`src/rtl/lsu_ctrl.sv`:
```
// Load/store sequencer: classifies a decoded access, runs one valid/ack bus cycle, returns aligned/extended load data.
// Latency: 3 cycles for an ack in the first bus cycle, +1 per wait state; faults complete in 2 cycles.
// Backpressure: stall_o holds the core while a request is being accepted or is on the bus; an optional timeout aborts a hung access.
module lsu_ctrl #(
    parameter int unsigned TIMEOUT = 0
) (
    input  logic        clk_i,
    input  logic        rst_i,
    input  logic        req_valid_i,
    input  logic        req_we_i,
    input  logic [2:0]  req_width_i,
    input  logic [31:0] req_addr_i,
    input  logic [31:0] req_wdata_i,
    output logic        stall_o,
    output logic        done_o,
    output logic [31:0] rdata_o,
    output logic        err_o,
    output logic [1:0]  err_cause_o,
    output logic        dmem_valid_o,
    output logic        dmem_we_o,
    output logic [31:0] dmem_addr_o,
    output logic [3:0]  dmem_sel_o,
    output logic [31:0] dmem_data_o,
    input  logic [31:0] dmem_data_i,
    input  logic        dmem_ack_i
);

    typedef enum logic [1:0] {IDLE, BUSY, DONE} state_t;

    localparam int CW = (TIMEOUT > 1) ? $clog2(TIMEOUT) : 1;

    state_t        state_q, state_d;
    logic          we_q;
    logic [2:0]    width_q;
    logic [31:0]   addr_q;
    logic [31:0]   wdata_q;
    logic [31:0]   data_q;
    logic [1:0]    cause_q;
    logic [CW-1:0] cnt_q;

    logic        illegal, misal, to_hit;
    logic        busy, done;
    logic [1:0]  off;
    logic [3:0]  sel;
    logic [31:0] wdat, shifted, ext;

    always_comb begin
        illegal = req_we_i ? (req_width_i > 3'b010)
                           : !(req_width_i inside {3'b000, 3'b001, 3'b010, 3'b100, 3'b101});
        misal   = ((req_width_i[1:0] == 2'b01) && req_addr_i[0]) ||
                  ((req_width_i[1:0] == 2'b10) && (req_addr_i[1:0] != 2'b00));
        to_hit  = (TIMEOUT != 0) && (cnt_q == CW'(TIMEOUT - 1));
    end

    always_ff @(posedge clk_i or posedge rst_i) begin
        if (rst_i) begin
            state_q <= IDLE;
            we_q    <= 1'b0;
            width_q <= 3'b000;
            addr_q  <= 32'h0;
            wdata_q <= 32'h0;
            data_q  <= 32'h0;
            cause_q <= 2'b00;
            cnt_q   <= '0;
        end else begin
            state_q <= state_d;
            case (state_q)
                IDLE: begin
                    if (req_valid_i) begin
                        we_q    <= req_we_i;
                        width_q <= req_width_i;
                        addr_q  <= req_addr_i;
                        wdata_q <= req_wdata_i;
                        data_q  <= 32'h0;
                        cnt_q   <= '0;
                        cause_q <= illegal ? 2'b11 : (misal ? 2'b01 : 2'b00);
                    end
                end
                BUSY: begin
                    // ack wins over a timeout landing in the same cycle
                    if (dmem_ack_i)  data_q  <= dmem_data_i;
                    else if (to_hit) cause_q <= 2'b10;
                    else             cnt_q   <= cnt_q + 1'b1;
                end
                default: ;
            endcase
        end
    end

    always_comb begin
        state_d = state_q;
        case (state_q)
            IDLE:    if (req_valid_i) state_d = (illegal || misal) ? DONE : BUSY;
            BUSY:    if (dmem_ack_i || to_hit) state_d = DONE;
            DONE:    state_d = IDLE;
            default: state_d = IDLE;
        endcase
    end

    always_comb begin
        busy    = (state_q == BUSY);
        done    = (state_q == DONE);
        off     = addr_q[1:0];
        case (width_q[1:0])
            2'b00:   sel = 4'b0001 << off;
            2'b01:   sel = 4'b0011 << off;
            default: sel = 4'b1111;
        endcase
        case (width_q[1:0])
            2'b00:   wdat = {4{wdata_q[7:0]}};
            2'b01:   wdat = {2{wdata_q[15:0]}};
            default: wdat = wdata_q;
        endcase
        shifted = data_q >> {off, 3'b000};
        case (width_q)
            3'b000:  ext = {{24{shifted[7]}}, shifted[7:0]};
            3'b100:  ext = {24'h0, shifted[7:0]};
            3'b001:  ext = {{16{shifted[15]}}, shifted[15:0]};
            3'b101:  ext = {16'h0, shifted[15:0]};
            default: ext = shifted;
        endcase
    end

    assign stall_o      = ((state_q == IDLE) && req_valid_i) || busy;
    assign done_o       = done;
    assign err_o        = done && (cause_q != 2'b00);
    assign err_cause_o  = done ? cause_q : 2'b00;
    assign rdata_o      = (done && !we_q && (cause_q == 2'b00)) ? ext : 32'h0;
    assign dmem_valid_o = busy;
    assign dmem_we_o    = busy && we_q;
    assign dmem_addr_o  = busy ? {addr_q[31:2], 2'b00} : 32'h0;
    assign dmem_sel_o   = busy ? sel : 4'b0000;
    assign dmem_data_o  = busy ? wdat : 32'h0;

endmodule

```
`config.mk`:
```
export PLATFORM = sky130hd
export DESIGN_NAME = lsu_ctrl
export DESIGN_NICKNAME = d
export VERILOG_FILES = /design/src/rtl/lsu_ctrl.sv
export SDC_FILE = /design/constraint.sdc
export NUM_CORES = 1
export LEC_CHECK = 0
export BUFFER_PORTS_ARGS = -buffer_cell sky130_fd_sc_hd__buf_2
export CAP_MARGIN = 20
export CORE_MARGIN = 10
export CORE_UTILIZATION = 49
export DETAILED_ROUTE_END_ITERATION = 6
export PLACE_DENSITY = 0.8
export SLEW_MARGIN = 10
export SYNTH_ARGS = -nofsm -noshare
export SYNTH_HDL_FRONTEND = slang
export SYNTH_SLANG_ARGS = --single-unit
```
`constraint.sdc`:
```
create_clock -name clk_i -period 3.6 [get_ports clk_i]
set_clock_uncertainty 0.05 [all_clocks]
set_input_delay 0.36 -clock clk_i [delete_from_list [all_inputs] [get_ports clk_i]]
set_output_delay 0.36 -clock clk_i [all_outputs]
set_load 0.01 [all_outputs]
```
# After elaboration in Yosys (flattened, before gate mapping)

Cells that the tools add are included.

Magnitude comparators: 1
Equality and inequality tests: 14
Shift-type cells: 3
Mux-type cells: 18
Reductions and logical operators: 24

Operator list:

| kind                  | count |
|---|---|
| $mux W32              | 5 |
| $pmux W32 S2          | 2 |
| $pmux W32 S4          | 1 |
| $shr A32 B5 Y32       | 1 |
| $eq A3 B3 Y1 const B  | 4 |
| $mux W2               | 5 |
| $pmux W4 S2           | 1 |
| $logic_and A1 B1 Y1   | 7 |
| $eq A2 B1 Y1 const B  | 3 |
| $eq A3 B1 Y1 const B  | 2 |
| $logic_not A2 Y1      | 3 |
| $logic_not A3 Y1      | 2 |
| $reduce_bool A2 Y1    | 3 |
| $reduce_bool A5 Y1    | 1 |
| $eq A2 B2 Y1 const B  | 2 |
| $mux W4               | 1 |
| $ne A2 B2 Y1 const B  | 2 |
| $pmux W2 S2           | 1 |
| $reduce_and A2 Y1     | 2 |
| $shl A1 B2 Y4 const A | 1 |
| $shl A2 B2 Y4 const A | 1 |
| $eq A3 B2 Y1 const B  | 1 |
| $gt A3 B2 Y1 const B  | 1 |
| $logic_or A1 B1 Y1    | 3 |
| other kinds (3)       | 5 |

Flip-flop bits (word level): 104
Input bits: 104
Output and inout bits: 107
Word-level logic and storage cells: 67

# Depth between registers and ports, before layout

Word-level depth: 8
Mapped depth: 6
Depth with buffers taken out: 4

# Worst setup path after synthesis

OpenSTA, ideal clock, no wires.

Kind: register to output
Start: register state_q[0]
End: output port rdata_o[16]
Data arrival time: 1584 ps
Required time: 3190 ps
Slack: 1606 ps
Cell stages (with the launch flop): 6
Cell sequence: dfrtp_1 -> and2b_1 -> nand2_2 -> or3_1 -> clkbuf_1 -> o21ai_0

Longest elaborated chain between the ends: 4

Ends and longest elaborated chain:

| item                              | line | RTL |
|---|---|---|
| start, declared                   | 32   | `state_t state_q, state_d;` |
| start signal, assigned            | 66   | `state_q <= state_d;` |
| $eq A2 B2 Y1                      | 102  | `done = (state_q == DONE);` |
| via done_o                        | 15   | `output logic done_o,` |
| $logic_and A1 B1 Y1 (2 in series) | 128  | `assign rdata_o = (done && !we_q && (cause_q == 2'b00)) ? ext : 32'h0;` |
| $mux W32                          | 128  |  |
| end, declared                     | 16   | `output logic [31:0] rdata_o,` |

The timed path passes the listed nets, and every way through them passes these cells.

# Final worst setup path

Start: register cause_q[0]
End: output port rdata_o[23]

Longest elaborated chain between the ends: 3

Ends and longest elaborated chain:

| item                   | line | RTL |
|---|---|---|
| start, declared        | 38   | `logic [1:0] cause_q;` |
| start signal, assigned | 76   | `cause_q <= illegal ? 2'b11 : (misal ? 2'b01 : 2'b00);` |
| $logic_not A2 Y1       | 128  |  |
| $logic_and A1 B1 Y1    | 128  |  |
| $mux W32               | 128  |  |

No other way between the ends.

==> flow_summary.yaml <==
yosys:
  ys_warn_count: 0
  synthMostInstantiatedCell: "dfrtp_1"
  syn_area_um2: 5430
  synth_top_area_share_pct: 47.9
  synth_enable_flop_cells: 0
  async_flop_share_pct: 100
  avgSynthCellArea_um2: 10.8
  synth_largest_area_cell: "dfrtp_1"
  synth.area.top_cells: "dfrtp_1 48%, mux2_2 14%, mux2i_1 6.1%, a22o_1 5.2%, and2_1 5.0%"
  yosysSeqAreaShare_pct: 47.9
  synth_cell_types: 37
  synth_flop_cell: "dfrtp_1"
  synthTopCellsByCount: "104 x dfrtp_1, 69 x mux2_2, 45 x nand2_1"
  synth.ff_latch_count: 104
  synthCells: 504
run:
  cap_violations: 0
die:
  coreArea_um2: 10800
  die_height_um: 125
  die_x_um: 125
  ios: 211
  start_util_pct: 50.1
  rows: 38
  die_area_um2: 15700
global_route:
  use_met3_pct: 8.83
  use_met1_pct: 22.9
  grt_pass1_wl_um: 26200
  top_usage_layer: "met2"
  grt_pass1_vias: 4964
  grt.total_usage_pct: 20.1
  gr-total-overflow: 0
  antenna_found_initial: 3
  grt_max_degree: 61
  met2_usage_pct: 32.9
sta:
  tightestPinTransition_ns: 0.743
  hold_viol: 0
  period_minus_slack_ns: 3.02
  rsz0062_at_grt: "false"
  fin_crit_sh_pct: 84.0
  fmax_mhz: 331
  finalSetupViolations: 0
  whs_ns: 0.0820
  tns_ns: 0
  finalMaxSlewViolations: 0
  max_slew_margin_pct: 50.5
worst_setup_path:
  startpoint_type: "flop"
  worst-path-max-fanout: 17
  arrival_ns: 2.61
  critical_path.endpoint_type: "output pin"
  critPathKind: "flop to output pin"
  critPathRequiredTime_ns: 3.19
route:
  via_per_inst: 5.48
  drt_iter0_markers: 356
  routed_wl_um: 16300
  antenna_left: 0
  drcViolationCount: 0
  num_vias: 4600
  first_pass_iters: 4
  wire_per_inst_um: 19.4
min_path:
  hp-class: "input port to asynchronous set/reset pin"
power_and_ir_drop:
  power_leakage_uw: 0.00342
  irDropWorstVdd_uv: 297
  pwr_density_cell_nw_per_um2: 524
place:
  dp_hpwl_um: 12400
  io_buffers: 208
  gp_congestion: 0.901
clocking:
  cts_resized: 0
  clock_latency_ns: 0.36
  tritoncts: "yes"
  cts_setup_buffers: 0
  hold_buffers: 0
  root_buffer: "clkbuf_8"
  h-tree-depth: 3
  cts.sinks: 104
  path_clk_slew_ns: 0.10
  cts_made_buffers: 9
  clockBufferDepth: 2
final_layout:
  post_route_cells_drive_above_1_share_pct: 45.9
  fin_nets: 796
  fin_util_pct: 62.2
  area_growth_syn_to_layout_pct: 24.1
run_status:
  outcome: "finished clean"
logic make-up (layout without fill, tap and decap cells):
kind of cell    count (synthesis)  in the layout  synth area share, %
buf+inv                        48            240                 4.36
mux                           102            102                 20.4
flops                         104            104                 47.9
other cells                     1              5               0.0691
compound gates                102            102                 13.9
simple gates                  147            147                 13.3
state kept, by name (all words and copies together), names as in the netlist:
register / flops
state_q: 2
wdata_q: 32
addr_q: 32
cause_q: 2
data_q: 32
width_q: 3
we_q: 1
layer usage:
layer / wire, um / share of wire, %
met3: 1670 / 10
met5: 0 / 0
met1: 6440 / 39
met4: 416 / 2.6
met2: 7770 / 48
placed cells by master, fill, tap and decap left out, drive strengths merged, types with 2 or more instances in the layout:
master and n:
buf 220, dfrtp 104, mux2 69, nand2 46
and2 43, nor2 36, mux2i 33, a22o 32
a21oi 30, a211oi 14, o21ai 13, clkbuf 10
nor2b 8, o2bb2ai 8, inv 5, clkinv 4
diode 3, or2 2, nor3 2, or3 2
conb 2, nor3b 2
power by group:
group / switching (uW) / internal (uW)
clock: 405 / 273
sequential: 209 / 1450
combinational: 627 / 572
total: 1240 / 2290
through the flow:
step                      worst slack (ns)  cells  area, um2  total power (uW)
final                                0.577    840       6740              3530
after global routing                 0.446    838       6730              3750
after CTS                            0.603    836       6700              3540
after detailed placement              1.02    820       6520              2870
after global placement                1.09    820       6520              2810
after floorplan                      0.458    505       5430              2500
worst max-delay path, cell delays in order, from the launching register on:
cell	delay [ns]
dfrtp_1	0.41
nor3_1	0.45
nand2_2	0.36
or3_1	0.54
o21ai_0	0.30
buf_2	0.19
path summary, 6_finish.rpt:
path | slack (ns) | cells after the start | startpoint | end
max in group asynchronous | 2.62 | 3 | rst_i | data_q[5]
setup reg to reg | 1.52 | 7 | state_q[0] | data_q[20]
hold reg to reg | 0.46 | 1 | addr_q[2] | addr_q[2]
hold / removal | 0.08 | 2 | rst_i | addr_q[19]
setup / recovery | 0.58 | 5 | cause_q[0] | rdata_o[23]
min in group clk_i | 0.16 | 2 | dmem_data_i[0] | data_q[0]
area by class of cell:
type                    instances  area [um2]
diodes                          3        7.51
clock inverters                 6        43.8
well taps                     140         175
flip-flops and latches        104        2600
repair buffers                220        1150
fillers                       915        4100
inverters                       4        17.5
clock buffers                  10         138
multi-input cells             353        2600
(Power assumes the default switching activity.)
